## src/rtl/disto_mode_sched.sv

```systemverilog
// Schedules one shared weighted-distortion engine across the enabled candidate modes
// of a macroblock, biases each returned distortion and keeps the cheapest mode.
module disto_mode_sched #(
    parameter int NUM_MODES = 4,
    parameter int IDX_W     = 2,
    parameter int TIMEOUT   = 63
) (
    input  logic                    clk,
    input  logic                    rst_n,
    input  logic                    start,
    input  logic [NUM_MODES-1:0]    mode_mask,
    input  logic [32*NUM_MODES-1:0] bias,
    output logic                    eng_start,
    output logic [IDX_W-1:0]        eng_sel,
    input  logic [31:0]             eng_sum,
    input  logic                    eng_done,
    output logic                    busy,
    output logic                    done,
    output logic [IDX_W-1:0]        best_idx,
    output logic [31:0]             best_score,
    output logic                    best_valid,
    output logic                    timeout_err
);

    localparam int               CNT_W     = (TIMEOUT < 2) ? 1 : $clog2(TIMEOUT + 1);
    localparam logic [IDX_W-1:0] LAST_IDX  = IDX_W'(NUM_MODES - 1);
    localparam logic [31:0]      SCORE_MAX = 32'h7FFF_FFFF;
    localparam logic [31:0]      SCORE_MIN = 32'h8000_0000;

    typedef enum logic [2:0] {
        S_IDLE,
        S_SCAN,
        S_ISSUE,
        S_WAIT,
        S_FIN
    } state_t;

    state_t             state_q, state_d;
    logic [IDX_W-1:0]   ptr_q, ptr_d;
    logic [CNT_W-1:0]   cnt_q, cnt_d;
    logic [NUM_MODES-1:0] mask_q, mask_d;
    logic [31:0]        bias_q [NUM_MODES];
    logic [31:0]        bias_d [NUM_MODES];
    logic [31:0]        bias_in [NUM_MODES];
    logic               eng_start_q, eng_start_d;
    logic [IDX_W-1:0]   eng_sel_q, eng_sel_d;
    logic               busy_q, busy_d;
    logic               done_q, done_d;
    logic [IDX_W-1:0]   best_idx_q, best_idx_d;
    logic [31:0]        best_score_q, best_score_d;
    logic               best_valid_q, best_valid_d;
    logic               timeout_err_q, timeout_err_d;

    logic [31:0]        cur_bias;
    logic signed [32:0] raw_sum;
    logic [31:0]        score;
    logic               better;
    logic               last_mode;

    for (genvar g = 0; g < NUM_MODES; g++) begin : g_bias
        assign bias_in[g] = bias[32*g +: 32];
    end

    // 33-bit add cannot overflow; clamp back into the signed 32-bit range.
    always_comb begin
        cur_bias = bias_q[ptr_q];
        raw_sum  = $signed({eng_sum[31], eng_sum}) + $signed({cur_bias[31], cur_bias});
        if (raw_sum[32] != raw_sum[31]) begin
            score = raw_sum[32] ? SCORE_MIN : SCORE_MAX;
        end else begin
            score = raw_sum[31:0];
        end
        better    = !best_valid_q || ($signed(score) < $signed(best_score_q));
        last_mode = (ptr_q == LAST_IDX);
    end

    always_comb begin
        state_d       = state_q;
        ptr_d         = ptr_q;
        cnt_d         = cnt_q;
        mask_d        = mask_q;
        bias_d        = bias_q;
        eng_start_d   = 1'b0;
        eng_sel_d     = eng_sel_q;
        busy_d        = busy_q;
        done_d        = 1'b0;
        best_idx_d    = best_idx_q;
        best_score_d  = best_score_q;
        best_valid_d  = best_valid_q;
        timeout_err_d = timeout_err_q;

        unique case (state_q)
            S_IDLE: begin
                // A start coinciding with the done pulse is dropped, not queued.
                if (start && !done_q) begin
                    mask_d        = mode_mask;
                    bias_d        = bias_in;
                    best_valid_d  = 1'b0;
                    timeout_err_d = 1'b0;
                    best_score_d  = SCORE_MAX;
                    best_idx_d    = '0;
                    ptr_d         = '0;
                    busy_d        = 1'b1;
                    state_d       = S_SCAN;
                end
            end
            S_SCAN: begin
                if (mask_q[ptr_q]) begin
                    eng_start_d = 1'b1;
                    eng_sel_d   = ptr_q;
                    state_d     = S_ISSUE;
                end else if (last_mode) begin
                    state_d = S_FIN;
                end else begin
                    ptr_d = ptr_q + 1'b1;
                end
            end
            S_ISSUE: begin
                cnt_d   = '0;
                state_d = S_WAIT;
            end
            S_WAIT: begin
                if (eng_done || (cnt_q == CNT_W'(TIMEOUT))) begin
                    if (eng_done) begin
                        if (better) begin
                            best_score_d = score;
                            best_idx_d   = ptr_q;
                        end
                        best_valid_d = 1'b1;
                    end else begin
                        timeout_err_d = 1'b1;
                    end
                    if (last_mode) begin
                        state_d = S_FIN;
                    end else begin
                        ptr_d   = ptr_q + 1'b1;
                        state_d = S_SCAN;
                    end
                end else begin
                    cnt_d = cnt_q + 1'b1;
                end
            end
            S_FIN: begin
                done_d  = 1'b1;
                busy_d  = 1'b0;
                state_d = S_IDLE;
            end
            default: state_d = S_IDLE;
        endcase
    end

    always_ff @(posedge clk or negedge rst_n) begin
        if (!rst_n) begin
            state_q       <= S_IDLE;
            ptr_q         <= '0;
            cnt_q         <= '0;
            mask_q        <= '0;
            for (int unsigned m = 0; m < NUM_MODES; m++) begin
                bias_q[m] <= '0;
            end
            eng_start_q   <= 1'b0;
            eng_sel_q     <= '0;
            busy_q        <= 1'b0;
            done_q        <= 1'b0;
            best_idx_q    <= '0;
            best_score_q  <= SCORE_MAX;
            best_valid_q  <= 1'b0;
            timeout_err_q <= 1'b0;
        end else begin
            state_q       <= state_d;
            ptr_q         <= ptr_d;
            cnt_q         <= cnt_d;
            mask_q        <= mask_d;
            bias_q        <= bias_d;
            eng_start_q   <= eng_start_d;
            eng_sel_q     <= eng_sel_d;
            busy_q        <= busy_d;
            done_q        <= done_d;
            best_idx_q    <= best_idx_d;
            best_score_q  <= best_score_d;
            best_valid_q  <= best_valid_d;
            timeout_err_q <= timeout_err_d;
        end
    end

    assign eng_start   = eng_start_q;
    assign eng_sel     = eng_sel_q;
    assign busy        = busy_q;
    assign done        = done_q;
    assign best_idx    = best_idx_q;
    assign best_score  = best_score_q;
    assign best_valid  = best_valid_q;
    assign timeout_err = timeout_err_q;

endmodule

```

## config.mk

```make
export PLATFORM = sky130hd
export DESIGN_NAME = disto_mode_sched
export DESIGN_NICKNAME = d
export VERILOG_FILES = /design/src/rtl/disto_mode_sched.sv
export SDC_FILE = /design/constraint.sdc
export NUM_CORES = 1
export LEC_CHECK = 0
export ABC_AREA = 1
export CAP_MARGIN = 15
export CORE_MARGIN = 4
export CORE_UTILIZATION = 32
export CTS_CLUSTER_SIZE = 30
export DETAILED_ROUTE_END_ITERATION = 10
export PLACE_DENSITY = 0.64
export SLEW_MARGIN = 20
export SYNTH_ARGS = -nofsm -noshare
export SYNTH_HDL_FRONTEND = slang
export SYNTH_SLANG_ARGS = --single-unit
```

## constraint.sdc

```tcl
create_clock -name clk -period 6.6 [get_ports clk]
set_input_delay 1.32 -clock clk [delete_from_list [all_inputs] [get_ports clk]]
set_output_delay 1.32 -clock clk [all_outputs]
set_load 0.01 [all_outputs]
```

# --- Yosys cells after proc, flatten, opt, wreduce, memory -nomap -nowiden ---
# Cells that the tools add are included.
classes:
  addsub: 3
  magnitude_cmp: 3
  n_eq_ne: 15
  mux: 41
  bitwise: 1
  n_reduce_logical: 19
op_table:
  columns: ["operator", "count"]
  rows:
  - ["$mux 32", 8]
  - ["$bmux 32 s2", 1]
  - ["$pmux 32 s2", 1]
  - ["$add 32x32->33", 1]
  - ["$lt 32x32->1", 1]
  - ["$mux 3", 5]
  - ["$mux 2", 7]
  - ["$ne 2x2->1 const B", 7]
  - ["$pmux 3 s4", 1]
  - ["$pmux 6 s2", 1]
  - ["$reduce_and 4->1", 3]
  - ["$mux 1", 10]
  - ["$reduce_and 2->1", 4]
  - ["$add 6x1->6 const B", 1]
  - ["$eq 3x2->1 const B", 2]
  - ["$eq 6x6->1 const B", 1]
  - ["$mux 6", 1]
  - ["$pmux 1 s2", 3]
  - ["$pmux 2 s3", 1]
  - ["$reduce_bool 2->1", 3]
  - ["$reduce_and 5->1", 1]
  - ["$pmux 2 s2", 1]
  - ["$eq 3x1->1 const B", 1]
  - ["$eq 3x3->1 const B", 1]
  - ["other kinds (14)", 16]
word_totals:
  ff_bits: 184

# --- Longest topological paths before layout ---
# Gate-level depths: netlist (run 1).
depth:
  depth_word: 13
  ltp_mapped: 37

# --- Worst setup path before layout (run 1) ---
# Ideal clock, no wire load.
synth_path:
  path_kind: "input to register"
  from: "input eng_sum[0]"
  to: "register best_idx_q[0], in the netlist best_idx[0]"
  setup_time_ps: 117
  arrival_ps: 4881
  t_required_ps: 6483
  path_slack_ps: 1602
  stages: 30
  n_path_buf: 1
  path_cell_list: "ha_1 > fa_1 > nand2_1 > nand2_1 > nand3_1 > nand2_2 > nand2_2 > nand2_4 > a21oi_1 > o21ai_0 > nand2_1 > nand2_1 > nand2_1 > nand2_1 > a31oi_1 > xor2_1 > o21ai_0 > inv_1 > ha_1 > nand2_1 > inv_1 > nand3_1 > inv_1 > a221oi_1 > nand3_1 > nand3_4 > nand2_8 > buf_12 > nand2_2 > nand2_1"
synth_via:
  elab_chain_len: 7
  elab_cells_between_ends: 8
  classes_between: "add/sub (1); order compare (1); eq/ne (2); mux (2); reduce/logical (2)"
synth_lines:
  columns: ["item", "line_no", "source"]
  rows:
  - ["start, declared", "15", "input logic [31:0] eng_sum,"]
  - ["$add 32x32->33 (*)", "67", "raw_sum = $signed({eng_sum[31], eng_sum}) + $signed({cur_bias[31], cur_bias});"]
  - ["$mux 32 or $ne 1x1->1 (tied branches)", "69, 68", null]
  - ["$mux 32 (*)", "68", "if (raw_sum[32] != raw_sum[31]) begin"]
  - ["$lt 32x32->1 (*)", "73", "better = !best_valid_q || ($signed(score) < $signed(best_score_q));"]
  - ["$logic_or 1x1->1 (*)", "73", null]
  - ["$ne 2x2->1 (no source line) (*)", null, null]
  - ["$reduce_and 5->1 (no source line) (*)", null, null]
  - ["end signal, assigned", "179", "best_idx_q <= best_idx_d;"]
  - ["end, declared", "49", "logic [IDX_W-1:0] best_idx_q, best_idx_d;"]
# Mark *: on every way between the ends. The rest lies on a longest branch, timed or not.
# A chain may end at the register's enable or synchronous reset.

# --- Worst setup path in the final report (run 1) ---
layout_path:
  from: "register ptr_q[0]"
  to: "register best_score_q[7], in the netlist best_score[7]"
layout_via:
  elab_chain_len: 11
  elab_cells_between_ends: 16
  classes_between: "add/sub (1); order compare (1); eq/ne (2); mux (9); bitwise (1); reduce/logical (2)"
layout_lines:
  columns: ["item", "line_no", "source"]
  rows:
  - ["start, declared", "39", "logic [IDX_W-1:0] ptr_q, ptr_d;"]
  - ["start signal, assigned", "171", "ptr_q <= ptr_d;"]
  - ["$not 2->3 (implied by the code) (*)", "66", "cur_bias = bias_q[ptr_q];"]
  - ["$bmux 32 s2 (*)", "66", null]
  - ["$mux 32 (implied by the code) (*) (2 in series)", "66", null]
  - ["$add 32x32->33 (*)", "67", null]
  - ["$mux 32 or $ne 1x1->1 (tied branches)", "69, 68", null]
  - ["$mux 32 (*)", "68", null]
  - ["$lt 32x32->1 or $mux 32 (tied branches)", "73, 125", null]
  - ["$logic_or 1x1->1 or $mux 32 (tied branches)", "73, 124", null]
  - ["$ne 2x2->1 (no source line) or $mux 32 (tied branches)", null, null]
  - ["$reduce_and 5->1 (no source line) or $pmux 32 s2 (tied branches)", null, null]
  - ["end signal, assigned", "180", "best_score_q <= best_score_d;"]
  - ["end, declared", "50", "logic [31:0] best_score_q, best_score_d;"]
# Mark *: on every way between the ends. The rest lies on a longest branch, timed or not. The select of a mux whose other input is x is not followed.

==> qor.csv, run 1 <==
metric,value,unit
status,"finished, final reports clean",
"slowest stage delay, CP",0.57,ns
hold path depth,2,
Placer Congestion,0.876,
critical path buffer and inverter count,3,
# IOs,209,
CP required,6.97,ns
beginning of the worst register-to-register path,ptr_q[0],
Area growth syn-to-layout,27.7,%
Die Footprint,37700,sq um
vias,10100,
Worst path top cell family by delay,compound AO/OA/AOI/OAI gates,
worst reg2reg setup slack,0.71,ns
Antenna Violating Nets Remaining,0,
MaxCap Viol Count,0,
Yosys warning total,0,
# hold bufs at CTS,0,
Setup CP Type,reg -> reg,
H-tree Lvls,4,
hold endpoint,bias_q[83],
first-pass iteration count of the detailed router,5,
"most common cell after layout, fill and taps aside",nand2_1,
Max Freq,170,MHz
simple-gate share of the synthesized area,32.0,%
antenna violations before repair,6,
GRT Residual Overflow,0,
Post-CTS Setup Bufs,0,
CTS buffer count,17,
"Seq/Total Area, Yosys",41.8,%
synth unique cells,49,
xor and xnor area share after synthesis,1.89,%
Hold Crit Start,bias_q[83],
number of global-route vias before repair,10100,
routed len/inst,15.5,microns
cell count after synthesis,1511,
Vias/cell,4.71,
Initial Utilization,32.8,%
Yosys reg bits,184,
clk_skew,0.0163,ns
combinational family with the most area after synthesis,simple AND/OR/NAND/NOR gates,
dpl ws,0.478,ns
hold crit path type,reg -> reg,
# clock sinks,184,
total core area,33900,sq um
"Arr. time, crit path",6.26,ns
period utilization,89.2,%
FP Rows,67,
all-layer global routing usage,17.6,%
PostCTS Resize Cnt,0,
nets,1920,
complex-gate fraction of the synthesized area,10.3,%
CP Capture Type,register,
DPL Wire Length,24500,microns
total negative slack,0,ns
Syn Area/Cell,7.35,sq um
RSZ-0062 raised after global routing,false,
final worst slack,0.712,ns
Worst Setup Start Kind,register,
DIE WIDTH,194,microns
die span in y,194,microns
worst reg-to-reg path cell count,25,
Post-Syn Area,11100,sq um
slew margin rel.,34.4,%
CTS tree,done,
Synth Area in Adders,7.51,%
Worst-Margin Slew,0.984,ns
Worst R2R End,best_score[7],
Remaining DRCs,0,
global-route wire length before repair,53900,microns
"Net Count, Synth",1745,
1st-iter DRT viols,640,
"Clk pin slew, worst setup/hold paths",0.08,ns
most frequent cells in the layout,"nand2_1, clkdlybuf4s50_1, dfrtp_1",
CP max-delay cell,buf_4,
root buffer cell,clkbuf_16,
Worst Path Max Fanout,67,
Setup-failing EPs final,0,
count of final max-slew check failures,0,
share of cells above drive strength 1,8.77,%
largest net degree at the start of global routing,105,
Levels on crit path,25,
placed cell area,13600,sq um
WL final,33300,microns
final-report hold violation count,0,
post-synthesis mux area share,0,%
Port Buf Inserts,208,
minimum clock period,5.89,ns
Max Root-Sink Buffers,2,
Final Instance Area,14200,sq um
clk_lat worst skew,0.44,ns
[cell usage after synthesis, drive strengths merged]
library cell	count	area share, %
o21ba	1	0.090
o211ai	1	0.068
nor4	2	0.11
fa	1	0.18
xor2	13	1.0
a21oi	64	2.9
nand3b	1	0.068
nand2	636	23
a221oi	1	0.079
a31o	2	0.16
o21ai	79	3.6
inv	108	3.7
nor2	119	4.1
o21bai	3	0.20
o22ai	32	1.8
and2	3	0.17
dfrtp	153	34
nor3	5	0.33
nand3	57	2.8
clkbuf	48	1.6
buf	16	1.1
o221a	1	0.10
a211oi	4	0.27
or2	27	1.5
clkinv	2	0.068
nor3b	1	0.068
o31ai	1	0.068
nand4	5	0.28
o21a	1	0.068
and3	1	0.056
a31oi	12	0.68
a32o	1	0.090
ha	65	7.3
dfstp	31	7.3
o221ai	1	0.079
xnor2	11	0.87
a21o	2	0.14
[flip-flops by register name (all words and copies together), names as in the netlist]
register     flops
eng_start        1
eng_sel          2
best_idx         2
mask_q           4
ptr_q            2
bias_q         128
cnt_q            6
done             1
best_score      32
best_valid       1
timeout_err      1
busy             1
state_q          3
[tightest hold or removal path: cells and delay by family (launching register included)]
family,cells,cell delay [ns]
simple gates,2,0.09
flops,1,0.34
[per-stage QoR]
stage          utilization [%]  instances  hold slack (ns)
3_5_place_dp              40.1       2115            0.454
3_3_place_gp              40.1       2115            0.448
5_1_grt                   41.8       2152            0.491
6_report                  41.8       2152            0.467
4_1_cts                   41.8       2147            0.472
2_1_floorplan                -       1511            0.437
[logic make-up (layout without fill, tap and decap cells)]
logic type | Yosys count | in the layout
buf+inv | 174 | 362
fa+ha+maj | 66 | 66
compound gates | 206 | 206
other cells | 0 | 5
simple gates | 857 | 857
xor+xnor | 24 | 24
flops | 184 | 184
[metal layers]
layer	track usage [%]	up-vias	part of all wire (%)
li1	-	5188	-
met1	25.2	4700	50
met2	27.6	212	45
met3	2.52	37	3.4
met4	5.39	2	1.8
met5	0	-	0.033
[worst max-delay path by stage]
stage	startpoint	to	slack (ns)
finish	ptr_q[0]	best_score[7]	0.71
floorplan	eng_sum[0]	best_idx[0]	1.60
global route	ptr_q[0]	best_score[2]	0.17
CTS	ptr_q[0]	best_score[7]	0.70
detailed placement	eng_sum[0]	best_score[22]	0.48
global placement	eng_sum[0]	best_idx[1]	0.53
[cell type report]
| cell class | instances | area [sq um] |
|---|---|---|
| antenna | 5 | 12.5 |
| tap | 448 | 561 |
| multi-input combinational | 1153 | 5750 |
| sequential | 184 | 4640 |
| clock buffer | 18 | 439 |
| inverter | 110 | 415 |
| fill | 3485 | 19700 |
| clock inverter | 14 | 154 |
| timing repair buffer | 220 | 2200 |
Power of run 1 is left out: the tool's default activity adds up to more than one toggle a clock period on the data nets, which glitch-free logic cannot reach.
==> inputs of run 2 (changes only) <==
Settings changed: CELL_PAD_IN_SITES_DETAIL_PLACEMENT set to 0, CELL_PAD_IN_SITES_GLOBAL_PLACEMENT set to 1, CORE_MARGIN 4 to 2, PLACE_DENSITY 0.64 to 0.81.
==> run 2 against run 1 <==
Against the previous run: global-route usage increased by 0.94 points; cell count increased by 0.28%; critical endpoint is now best_score[4]; worst setup slack got worse by 0.0081 ns; largest cell class unchanged; critical path type unchanged; first-iteration DRC count increased by 10%; maximum frequency decreased by 0.14%; critical path depth increased by 7; routed wire length decreased by 1.7%; non-clock buffer count increased by 2; via count about the same; register-to-register slack about the same.
==> qor.csv, run 2 (same netlist as run 1, synthesis figures left out) <==
metric,value,unit
H-tree Lvls,4,
Biggest register,bias_q,
Worst R2R End,best_score[4],
Die Footprint,36200,sq um
CP required,6.99,ns
routed len/inst,15.2,microns
"most common cell after layout, fill and taps aside",nand2_1,
all-layer global routing usage,18.5,%
slew margin rel.,36.7,%
CTS tree,done,
hold endpoint,bias_q[83],
count of final max-slew check failures,0,
beginning of the worst register-to-register path,ptr_q[0],
status,"finished, final reports clean",
Worst-Margin Slew,0.949,ns
largest net degree at the start of global routing,101,
DPL Wire Length,24300,microns
Setup-failing EPs final,0,
# clock sinks,184,
Antenna Violating Nets Remaining,0,
hold crit path type,reg -> reg,
FP Rows,68,
antenna violations before repair,2,
clk_skew,0.0136,ns
CTS buffer count,17,
# hold bufs at CTS,0,
# IOs,209,
die span in y,190,microns
Port Buf Inserts,208,
fillcell total,3578,
worst reg2reg setup slack,0.70,ns
clk_lat worst skew,0.45,ns
max FFs per register,128,
first-pass iteration count of the detailed router,6,
RSZ-0062 raised after global routing,false,
Worst Setup Start Kind,register,
period utilization,89.3,%
minimum clock period,5.90,ns
worst reg-to-reg path cell count,32,
root buffer cell,clkbuf_16,
CP max-delay cell,dfrtp_2,
total core area,34400,sq um
total negative slack,0,ns
global-route wire length before repair,52700,microns
number of global-route vias before repair,10100,
"slowest stage delay, CP",0.41,ns
Max Freq,170,MHz
Post-CTS Setup Bufs,0,
vias,10100,
Setup CP Type,reg -> reg,
"Clk pin slew, worst setup/hold paths",0.08,ns
Worst Path Max Fanout,28,
DIE WIDTH,190,microns
"Arr. time, crit path",6.28,ns
Placer Congestion,0.856,
Vias/cell,4.70,
WL final,32700,microns
Initial Utilization,32.3,%
hold path depth,2,
most frequent cell on the critical path,nand2_1,
1st-iter DRT viols,704,
most frequent cells in the layout,"nand2_1, clkdlybuf4s50_1, dfrtp_1",
share of cells above drive strength 1,8.88,%
Max Root-Sink Buffers,2,
Remaining DRCs,0,
MaxCap Viol Count,0,
CP Capture Type,register,
PostCTS Resize Cnt,0,
nets,1922,
GRT Residual Overflow,0,
Hold Crit Start,bias_q[83],
final-report hold violation count,0,
Area growth syn-to-layout,28.0,%
hold_ws,0.469,ns
==> run 2: changes by cell type in the layout (fill, tap and decap cells not counted) <==
| cell | previous run | this run |
|---|---|---|
| inv_6 | 5 | 7 |
| clkinv_4 | 2 | 1 |
| diode_2 | 5 | 2 |
| bufinv_16 | 1 | 3 |
| clkbuf_8 | 1 | 0 |
| buf_4 | 10 | 13 |
| clkinvlp_4 | 1 | 0 |
| buf_12 | 2 | 1 |
| inv_8 | 3 | 2 |
==> run 2: critical path, delay by kind of cell, from the launching register on <==
| family | cells | cell delay (ns) |
|---|---|---|
| AOI/OAI and AO/OA | 8 | 1.89 |
| and+or+nand+nor | 15 | 1.54 |
| buffers and inverters | 6 | 1.20 |
| adders and majority gates | 2 | 0.65 |
| DFF | 1 | 0.41 |
| xor gates and xnor gates | 1 | 0.11 |
==> run 2: stage by stage <==
step	cell area, sq um	instances	setup WS, ns	util [%]
floorplan	11100	1511	1.60	-
global placement	13600	2124	0.622	39.5
detailed placement	13600	2124	0.444	39.5
CTS	14200	2156	0.765	41.3
global route	14200	2158	0.0380	41.3
finish	14200	2158	0.703	41.3
==> run 2: worst max-delay path by stage <==
stage               startpoint              to  slack [ns]
CTS                   ptr_q[0]  best_score[17]        0.76
detailed placement  eng_sum[0]   best_score[3]        0.44
floorplan           eng_sum[0]     best_idx[0]        1.60
global route          ptr_q[0]   best_score[0]        0.04
global placement    eng_sum[0]     best_idx[1]        0.62
finish                ptr_q[0]   best_score[4]        0.70
==> run 2: per-layer routing <==
metal	part of all wire, %	vias to the layer above	track usage [%]	wire (microns)
met5	0	-	0	0
met4	1.7	0	5.49	550
met3	4.2	28	2.69	1360
met2	46	237	29.3	14900
met1	49	4685	26.2	15900
li1	-	5184	-	-
==> run 2: layout make-up <==
cell class / count / area [sq um] / area share, %
diodes: 2 / 5.00 / 0.0352
repair buffers: 222 / 2200 / 15.5
inverters: 110 / 415 / 2.92
multi-input cells: 1153 / 5750 / 40.4
clock buffers: 17 / 425 / 2.99
flip-flops and latches: 184 / 4640 / 32.7
well taps: 455 / 569 / 4.01
clock inverters: 15 / 204 / 1.43
Power of run 2 is left out for the same reason.
